## config.mk

```make
export PLATFORM = sky130hd
export DESIGN_NAME = halflife_timer
export DESIGN_NICKNAME = d
export VERILOG_FILES = /design/src/rtl/halflife_pkg.sv /design/src/rtl/halflife_prescaler.sv /design/src/rtl/halflife_timer.sv
export SDC_FILE = /design/constraint.sdc
export NUM_CORES = 1
export LEC_CHECK = 0
export ABC_AREA = 1
export ABC_CLOCK_PERIOD_IN_PS = 2500
export BUFFER_PORTS_ARGS = -buffer_cell sky130_fd_sc_hd__clkbuf_2
export CORE_MARGIN = 5
export CORE_UTILIZATION = 45
export DETAILED_ROUTE_END_ITERATION = 10
export PLACE_DENSITY = 0.64
export SETUP_SLACK_MARGIN = 0.02
export SYNTH_ARGS = -nofsm -noshare
export SYNTH_HDL_FRONTEND = slang
export SYNTH_HIERARCHICAL = 1
export SYNTH_SLANG_ARGS = --single-unit
export TNS_END_PERCENT = 30
```

## constraint.sdc

```tcl
create_clock -name clk -period 2.5 [get_ports clk]
set_clock_uncertainty 0.1 [all_clocks]
set_input_delay 0.125 -clock clk [delete_from_list [all_inputs] [get_ports clk]]
set_output_delay 0.125 -clock clk [all_outputs]
set_load 0.03 [all_outputs]
```

## src/rtl/halflife_pkg.sv

```systemverilog
// Shared types for the half-life timer: run-state encoding and step-mode codes.
package halflife_pkg;

  typedef enum logic [1:0] {
    IDLE = 2'd0,
    RUN  = 2'd1,
    DONE = 2'd2
  } state_e;

  localparam logic [1:0] MODE_HOLD  = 2'b00;
  localparam logic [1:0] MODE_UP    = 2'b01;
  localparam logic [1:0] MODE_DOWN  = 2'b10;
  localparam logic [1:0] MODE_DECAY = 2'b11;

endpackage

```

## src/rtl/halflife_prescaler.sv

```systemverilog
// Step prescaler: counts enabled cycles and ticks once every max(period,1) cycles.
module halflife_prescaler #(
  parameter int unsigned PRESCALE_W = 16
) (
  input  logic                  clk_i,
  input  logic                  reset_i,
  input  logic                  clear_i,
  input  logic                  enable_i,
  input  logic [PRESCALE_W-1:0] period_i,
  output logic                  tick_o
);

  logic [PRESCALE_W-1:0] cnt_q, cnt_d;
  logic [PRESCALE_W-1:0] last;

  // A period below the current count lets the counter wrap through all-ones.
  assign last   = (period_i == '0) ? '0 : period_i - PRESCALE_W'(1);
  assign tick_o = enable_i && (cnt_q == last);

  always_comb begin
    cnt_d = cnt_q;
    if (clear_i)       cnt_d = '0;
    else if (enable_i) cnt_d = tick_o ? '0 : cnt_q + PRESCALE_W'(1);
  end

  always_ff @(posedge clk_i) begin
    if (reset_i) cnt_q <= '0;
    else         cnt_q <= cnt_d;
  end

endmodule

```

## src/rtl/halflife_timer.sv

```systemverilog
// Loadable WIDTH-bit timer with hold/up/down/decay stepping, run/done FSM,
// halving counter and one-cycle completion pulse.
module halflife_timer
  import halflife_pkg::*;
#(
  parameter int unsigned WIDTH      = 8,
  parameter int unsigned PRESCALE_W = 16
) (
  input  logic                  clk,
  input  logic                  reset,
  input  logic                  load,
  input  logic [WIDTH-1:0]      load_val,
  input  logic [1:0]            mode,
  input  logic [PRESCALE_W-1:0] period,
  input  logic                  start,
  input  logic                  stop,
  output logic [WIDTH-1:0]      count,
  output logic [3:0]            halvings,
  output logic                  running,
  output logic                  done
);

  state_e           state_q, state_d;
  logic [WIDTH-1:0] count_q, count_d, step_val;
  logic [3:0]       halv_q, halv_d;
  logic             done_q, done_d;
  logic             presc_clr, presc_en, tick;

  function automatic logic is_terminal(input logic [1:0] m, input logic [WIDTH-1:0] v);
    case (m)
      MODE_UP:               return v == '1;
      MODE_DOWN, MODE_DECAY: return v == '0;
      default:               return 1'b0;
    endcase
  endfunction

  halflife_prescaler #(
    .PRESCALE_W(PRESCALE_W)
  ) u_presc (
    .clk_i    (clk),
    .reset_i  (reset),
    .clear_i  (presc_clr),
    .enable_i (presc_en),
    .period_i (period),
    .tick_o   (tick)
  );

  always_comb begin
    state_d   = state_q;
    count_d   = count_q;
    halv_d    = halv_q;
    done_d    = 1'b0;
    presc_clr = 1'b0;
    presc_en  = 1'b0;
    step_val  = count_q;
    if (load) begin
      count_d   = load_val;
      halv_d    = '0;
      presc_clr = 1'b1;
      state_d   = IDLE;
    end else if (stop) begin
      if (state_q == RUN) state_d = IDLE;
    end else if (start && state_q != RUN) begin
      presc_clr = (state_q == DONE);
      if (is_terminal(mode, count_q)) begin
        state_d = DONE;
        done_d  = 1'b1;
      end else begin
        state_d = RUN;
      end
    end else if (state_q == RUN) begin
      presc_en = 1'b1;
      if (tick) begin
        // A count that became terminal via a mode change stops without stepping.
        if (is_terminal(mode, count_q)) begin
          state_d = DONE;
          done_d  = 1'b1;
        end else begin
          case (mode)
            MODE_UP:    step_val = count_q + WIDTH'(1);
            MODE_DOWN:  step_val = count_q - WIDTH'(1);
            MODE_DECAY: begin
              step_val = count_q >> 1;
              if (halv_q != 4'hF) halv_d = halv_q + 4'd1;
            end
            default:    step_val = count_q;
          endcase
          count_d = step_val;
          if (is_terminal(mode, step_val)) begin
            state_d = DONE;
            done_d  = 1'b1;
          end
        end
      end
    end
  end

  always_ff @(posedge clk) begin
    if (reset) begin
      state_q <= IDLE;
      count_q <= '0;
      halv_q  <= '0;
      done_q  <= 1'b0;
    end else begin
      state_q <= state_d;
      count_q <= count_d;
      halv_q  <= halv_d;
      done_q  <= done_d;
    end
  end

  assign count    = count_q;
  assign halvings = halv_q;
  assign running  = (state_q == RUN);
  assign done     = done_q;

endmodule

```

# == After elaboration in Yosys (flattened, before gate mapping) ==
# Cells that the tools add are included.
# totals
register_bits,31
latchBits,0
mem_bits_rw,0
romBits,0
memories,0
# op_classes
add_sub_neg,5
multipliers,0
div_mod_pow,0
n_lt_le_gt_ge,0
eq_ne,14
shifts,0
n_mux,52
n_bitwise,3
reduce_logical,17
# op_table
op,count
$mux W8,12
$mux W16,2
$mux W1,27
$pmux W8 S3,1
$add A16 B1 Y16 const B,1
$eq A16 B16 Y1,1
$eq A8 B8 Y1 const B,2
$logic_not A16 Y1,1
$logic_not A8 Y1,2
$mux W2,8
$sub A16 B1 Y16 const B,1
$add A8 B1 Y8 const B,1
$sub A8 B1 Y8 const B,1
$reduce_and A7 Y1,1
$eq A2 B2 Y1 const B,3
$ne A2 B2 Y1 const B,3
$reduce_bool A2 Y1,3
$reduce_or A2 Y1,3
$reduce_and A5 Y1,1
$add A4 B1 Y4 const B,1
$eq A2 B1 Y1 const B,2
$ne A2 B1 Y1 const B,2
$ne A4 B4 Y1 const B,1
$pmux W1 S2,2
other kinds (6),9

# == Logic depth before layout (Yosys ltp) ==
# Gate-level depths: netlist of the first run.
# depth
word_depth,31
mapped_depth,26
ltp_nobuf,25

# == By module ==
# The synthesis of the first run kept the hierarchy.
# by_module_without_submodules
module,instances,cells_each,area_each_um2,seq_area_each_um2
halflife_timer,1,262,1587.8,300.3
halflife_prescaler,1,260,1549.0,320.3

# == Worst setup path before layout of the first run ==
# No wires, ideal clock.
# synth_path
path_kind,reg2reg
from,register state_q[0]
to,"register halv_q[3], in the netlist halvings[3]"
setup_ns,0.118
t_arrival_ns,2.829
t_required_ns,2.282
setup_slack_ns,-0.547
path_stages_with_launch,18
path_buffers,0
cell_sequence,dfxtp_1 > inv_1 > nor2_1 > inv_1 > nor3_1 > nand2_1 > nor2_1 > nand2_1 > nor2_1 > nand2_1 > nor2_2 > nand2_2 > inv_1 > nand4_2 > nor3_4 > nand4_1 > o21ai_1 > a21oi_1
# synth_via
elab_chain_cells,7
elab_cells_between_ends,10
# synth_lines
item,line_no,text
"start, declared",halflife_timer.sv:23,"state_e state_q, state_d;"
"start signal, assigned",halflife_timer.sv:105,state_q <= state_d;
$eq A2 B1 Y1,--,
named net running,halflife_timer.sv:19,"output logic running,"
$mux W1,halflife_timer.sv:71,end else if (state_q == RUN) begin
$mux W1,halflife_timer.sv:63,end else if (start && state_q != RUN) begin
$mux W1,halflife_timer.sv:61,end else if (stop) begin
$mux W1,halflife_timer.sv:56,if (load) begin
named net presc_en,halflife_timer.sv:27,"logic presc_clr, presc_en, tick;"
$logic_and A1 B1 Y1,halflife_prescaler.sv:18,assign tick_o = enable_i && (cnt_q == last);
named net tick,halflife_timer.sv:27,
$reduce_and A7 Y1 (no source line),--,
"end signal, assigned",halflife_timer.sv:107,halv_q <= halv_d;
"end, declared",halflife_timer.sv:25,"logic [3:0] halv_q, halv_d;"
# The timed path passes the listed nets, and every way through them passes these cells.
# A chain may end at the register's enable or synchronous reset.

# == Final worst setup path of the first run ==
# layout_path
from,register state_q[0]
to,register u_presc.cnt_q[14]
# layout_via
elab_chain_cells,7
elab_cells_between_ends,14
# layout_lines
item,line_no,text
$eq A2 B1 Y1 or $ne A2 B1 Y1 (tied branches),"halflife_timer.sv:71, halflife_timer.sv:63",
$mux W1 or $logic_and A1 B1 Y1 (tied branches),"halflife_timer.sv:71, halflife_timer.sv:63",
$mux W1 (*),halflife_timer.sv:63,
$mux W1 (*),halflife_timer.sv:61,
$mux W1 (*),halflife_timer.sv:56,
named net presc_en,halflife_timer.sv:27,
$logic_and A1 B1 Y1,halflife_prescaler.sv:18,
$mux W16,halflife_prescaler.sv:23,else if (enable_i) cnt_d = tick_o ? '0 : cnt_q + PRESCALE_W'(1);
"end signal, assigned",halflife_prescaler.sv:28,else cnt_q <= cnt_d;
"end, declared",halflife_prescaler.sv:13,"logic [PRESCALE_W-1:0] cnt_q, cnt_d;"
# Mark *: on every way through the listed nets, which the timed path passes. The rest lies on a longest branch.

==> run metrics, run 1 <==
final period utilization=92.0%; first-pass GRT wire length=14400 um; # Max-Cap Violations=0; dominant cell type by area after synthesis=dfxtp_1; Mapped Cells=522; RSZ-0062 raised after global routing=true; Inserted Clock Buffers=5; layout net count=661; EDFF count, synth=0; final hold viol count=0; drt drc=0; Sink Count=31; Synth cell types=42; deepest clock path buffer count=2; Port Buffer Count=44; WL/cell=11.7 um; Critical Path AT=2.38 ns; largest net degree at the start of global routing=28; Clock transition at path regs=~0.070 ns; fin crit period=2.30 ns; clock latency on the worst-skew pair=about 0.28 ns; initial DRC count=91; syn_nets=565; synthesized cell area=between 3000 and 4000 um^2; DRT Pass-1 Iters=4; worst-margin pin slew=0.431 ns; row cnt=30; Max Freq=0.435 GHz; number of synthesized register bits=31; synth top area cells=dfxtp_1 20%, nand2_1 17%, nand3_1 10%; syn_area_per_cell=6.01 um^2; max_slew headroom=a little under three quarters; Final setup viols=0; die width=93.5 um; Fill cells=between 600 and 700; CTS root buffer=clkbuf_8; GPL Wtd Cong=0.858; ant diodes=0; Via density=4.92; Ports=45; Setup crit end kind=flop; antenna violations before repair=0; CP required=2.58 ns; total core area=6790 um^2; total track usage=19.9%; ys async rst share=0%; status=finished clean; Initial Utilization=46.2%; routed via count=3515; crit-path max FO=3; fin util=58.9%; fraction of layout cells with a size suffix above 1=28.9%; Die H=93.5 um; Detail Placement HPWL=6770 um; total grt overflow=0; number of global-route vias before repair=3379; antenna viol nets, final=0; Pins Over Slew Limit=0; element type at the critical path start=flop; die area=slightly below 9000 um^2; final wirelength=8360 um; power per cell area=357 nW/um^2; CP Class=reg -> reg; Hold Crit Class=in -> reg; Main synth FF type=dfxtp_1; post-route cell area=around 4000 um^2; Area Overhead vs Synth=27.6%; Area after DPL=3730 um^2; CTS tree=built; Hold Slack=0.0493 ns; H-tree Lvls=2; post-synthesis sequential area ratio=between 10% and 20%; Yosys top cell area share=between 10% and 20%; Syn. warnings=6; leakage power=between 0.0015 and 0.002 uW; maximum vdd drop=roughly 260 uV
## where the power goes
group	switching, uW	leakage [uW]	internal, uW	total [uW]
clock network	196	0.0000612	322	518
registers	15.4	0.000253	503	518
logic	235	0.00166	159	394
## per-layer routing
layer	vias up	track usage [%]	part of all wire [%]
li1	1871	-	-
met1	1556	23.2	44
met2	78	37.1	51
met3	10	3.06	4.1
met4	0	5.98	1.3
met5	-	0	0
## critical path: stages, from the launching register on
cell and delay (ns):
dfxtp_2 0.33, inv_1 0.07, nor2_4 0.10, inv_2 0.06, nor3_4 0.18, buf_4 0.16, inv_2 0.05, nor3_4 0.22
nand3_2 0.13, nor2_2 0.12, nand3_1 0.11, nor2_2 0.16, nand3_2 0.10, nor2_2 0.10, xnor2_1 0.14, nor2_2 0.05
## final cells by class
type	count	area (um^2)	share of cell area, %
multi-input combinational	406	2220	55.5
clock buffer	6	82.6	2.06
timing repair buffer	96	623	15.6
clock inverter	2	35.0	0.875
inverter	78	295	7.38
tap	96	120	3.00
sequential	31	626	15.6
## repair_timing
item                                    4_1_cts  5_1_grt
pin swaps                                     3       10
gates resized for setup                       7        8
setup buffers                                 4        3
endpoints found under the setup margin        2       15
hold buffers                                  5        0
hold endpoints to repair                      5        0
## flip-flops by register name (all words and copies together) (netlist names)
signal,flops
done,1
count,8
u_presc/cnt_q,16
state_q,2
halvings,4
## synthesized netlist by cell type, types with 2 or more instances
cell type and number:
nor2_4 3, ha_1 12, dfxtp_1 31, inv_2 11
nand3b_1 2, o21ai_0 7, xor2_1 16, nor2_2 20
o21ai_1 2, a21oi_1 12, or2_2 2, nand3_1 63
o21bai_1 4, nor3_1 4, buf_6 3, nor2_1 62
clkbuf_1 2, a21o_1 2, nand3_2 8, nand2_4 3
nand2_1 139, nand4_1 13, inv_1 66, a31oi_1 5
nand2_2 13
## worst paths after layout
path                                                       end  slack (ns)                startpoint  cells after the start
worst max-delay path            u_presc/cnt_q[14]$_SDFFE_PP0P_        0.20   state_q[0]$_SDFFE_PP0P_                     15
worst min-delay path                     count[2]$_SDFFE_PP0P_        0.05               load_val[2]                      3
worst max register to register  u_presc/cnt_q[14]$_SDFFE_PP0P_        0.20   state_q[0]$_SDFFE_PP0P_                     15
worst min register to register        halvings[3]$_SDFFE_PP0P_        0.41  halvings[3]$_SDFFE_PP0P_                      2
## cell usage in the layout (no fill, tap or decap), drive strengths merged, types with 4 or more instances in the layout
| cell | n |
|---|---|
| inv | 78 |
| nand3 | 71 |
| o21ai | 10 |
| a31oi | 5 |
| dlygate4sd3 | 5 |
| nor3 | 6 |
| nand4 | 14 |
| ha | 12 |
| a21oi | 13 |
| nand2 | 155 |
| dfxtp | 31 |
| o21bai | 4 |
| nor2 | 85 |
| clkbuf | 50 |
| xor2 | 16 |
| buf | 47 |
## through the flow
stage	setup slack (ns)	total power, uW	cells	setup TNS, ns
2_1_floorplan	0.0332	776	522	0
3_3_place_gp	-0.0197	907	695	-0.0283
3_5_place_dp	-0.0887	912	695	-0.276
4_1_cts	0.0357	1440	712	0
5_1_grt	0.0123	1520	715	0
6_report	0.199	1430	715	0
## cell families (layout without fill, tap and decap cells)
kind of cell | Yosys count | in the layout | share of synthesized area, %
and+or+nand+nor | 336 | 336 | 50.9
AOI/OAI and AO/OA | 41 | 41 | 8.26
buffers and inverters | 85 | 182 | 11.5
DFF | 31 | 31 | 19.8
xor gates and xnor gates | 17 | 17 | 4.75
adders and majority gates | 12 | 12 | 4.79
Note: power is estimated with default switching activity, not from simulation.
==> inputs of run 2 (changes only) <==
--- a/config.mk
+++ b/config.mk
@@ -11,7 +11,7 @@
 export CORE_MARGIN = 5
 export CORE_UTILIZATION = 45
 export DETAILED_ROUTE_END_ITERATION = 10
-export PLACE_DENSITY = 0.64
+export PLACE_DENSITY = 0.68
 export SETUP_SLACK_MARGIN = 0.02
 export SYNTH_ARGS = -nofsm -noshare
 export SYNTH_HDL_FRONTEND = slang
==> run 2 against run 1 <==
  * The flow now finishes with violations (negative hold slack)
  * Combinational power increased by 2%
  * Final area increased by 0.41%
  * Die area unchanged
  * Critical path depth decreased by 3
  * First-iteration DRC count increased by 23%
  * Sequential share of layout area about the same
  * Register-to-register slack got worse by 0.02 ns
  * Fmax decreased by 0.96%
  * Final cell count decreased by 0.42%
==> run metrics, run 2 (synthesis results as in run 1) <==
CP required=2.58 ns; element type at the critical path start=flop; die area=8740 um^2; Psw=461 uW; Die H=approximately 93 um; max_slew headroom=72.7%; Critical Path Slowest Stage Cell=dfxtp_1; Most common cell on crit path=buf_4; Pins Over Slew Limit=0; first-pass GRT wire length=14300 um; most frequent cells in the layout=138 x nand2_1, 63 x inv_1, 61 x nand3_1; total grt overflow=0; die width=slightly above 90 um; row cnt=30; Clock power frac=36.5%; Critical Path AT=2.40 ns; CP cell instances=buf_4, inv_1, nor4_1, a21oi_1, nor2_1, inv_2, nand4_4, buf_4, nor2_4, buf_6, buf_4, a2111oi_2; antenna viol nets, final=0; Detail Placement HPWL=6550 um; # Max-Cap Violations=0; max reg flops=16; layout net count=between 600 and 700; most common cell after layout, fill and taps aside=nand2_1; RSZ-0062 raised after global routing=true; Via density=between 5 and 6; worst-margin pin slew=~0.41 ns; Max Freq=0.431 GHz; CP Class=reg -> reg; failing checks=negative hold slack; Inserted Clock Buffers=5; GPL Wtd Cong=0.868; Area Overhead vs Synth=28.1%; final hold viol count=1; Port Buffer Count=44; Final Non-Filler Cells=just over 700; total track usage=19.6%; final period utilization=slightly above 90%; status=finished, violations left; ant diodes=0; Sequential Power Share=35.8%; largest net degree at the start of global routing=29; CTS tree=built; H-tree Lvls=2; Hold Crit Class=in -> reg; Fin Setup TNS=0 ns; CTS root buffer=clkbuf_8; Final setup viols=0; clock latency on the worst-skew pair=0.29 ns; Setup crit end kind=flop; total core area=6790 um^2; cell internal pwr=985 uW; crit-path max cell delay=between 0.3 and 0.4 ns; Ports=45; crit-path max FO=7; drt drc=0; Reg with most FFs=u_presc/cnt_q; DRT Pass-1 Iters=5; number of global-route vias before repair=3422; Sink Count=31; maximum vdd drop=232 uV; placed insts=691; Setup WS pre-CTS=-0.0888 ns; final wirelength=a little over 8000 um; power per cell area=360 nW/um^2; fraction of layout cells with a size suffix above 1=29.5%; Switching Fraction=31.9%; Initial Utilization=46.2%; Comb power frac=between 20% and 30%; leakage power=0.00197 uW; antenna violations before repair=0; Clock transition at path regs=0.07 ns; final worst setup slack=0.177 ns; fin crit period=2.32 ns; initial DRC count=~110; Hold Slack=-0.00806 ns; WL/cell=about 12 um; deepest clock path buffer count=2; routed via count=3561
==> run 2: cell count changes in the layout (fill, tap and decap cells not counted), moves of 2 or more <==
cell and delta:
buf_4 -4, buf_6 +2, dfxtp_1 -2, dfxtp_2 +2, nor2_1 +2, nor2_2 -3
==> run 2: worst max-delay path, delay by kind of cell (launching register included) <==
| family | cells | cell delay (ns) |
|---|---|---|
| buffers and inverters | 6 | 0.70 |
| AND/OR/NAND/NOR | 4 | 0.59 |
| flip-flops | 1 | 0.39 |
| AO/OA/AOI/OAI | 2 | 0.43 |
==> run 2: worst paths after layout <==
path	start	endpoint	slack, ns	cells past startpoint
hold / removal	load_val[4]	count[4]$_SDFFE_PP0P_	-0.008	3
setup / recovery	count[3]$_SDFFE_PP0P_	count[1]$_SDFFE_PP0P_	0.18	12
hold reg to reg	halvings[3]$_SDFFE_PP0P_	halvings[3]$_SDFFE_PP0P_	0.40	2
setup reg to reg	count[3]$_SDFFE_PP0P_	count[1]$_SDFFE_PP0P_	0.18	12
==> run 2: area by class of cell <==
class / count / area, um^2
clock buffer: 6 / 82.6
clock inverter: 2 / 35.0
fill: 669 / 2780
inverter: 78 / 295
multi-input combinational: 406 / 2250
sequential: 31 / 628
tap: 96 / 120
timing repair buffer: 93 / 606
==> run 2: power by group through the flow <==
stage                     Clock [uW]  Sequential [uW]  Combinational [uW]
after CTS                        533              517                 388
final                            527              518                 401
after global placement             0              529                 374
after global routing             557              519                 449
after floorplan                    0              543                 233
after detailed placement           0              529                 380
==> run 2: stage by stage <==
step	power [uW]	hold WS [ns]	utilization, %	area [um^2]
3_3_place_gp	902	0.276	54.5	3700
4_1_cts	1440	0.00605	56.9	3870
6_report	1450	-0.00806	59.2	4020
2_1_floorplan	776	0.187	-	3160
5_1_grt	1520	0.0147	59.2	4020
3_5_place_dp	908	0.277	54.5	3700
==> run 2: what timing repair did <==
action                                  4_1_cts  5_1_grt
endpoints found under the setup margin        1       17
pin swaps                                     1       17
gates resized for setup                       1       25
endpoints found under the hold margin         4        0
buffers inserted                              1        8
hold buffers                                  4        0
==> run 2: layer usage <==
metal,vias to the layer above,track usage (%),wire [um]
met3,21,3.46,434
li1,1856,-,-
met2,92,35.7,4160
met4,0,6.84,193
met1,1592,22.7,3530
met5,-,0,0
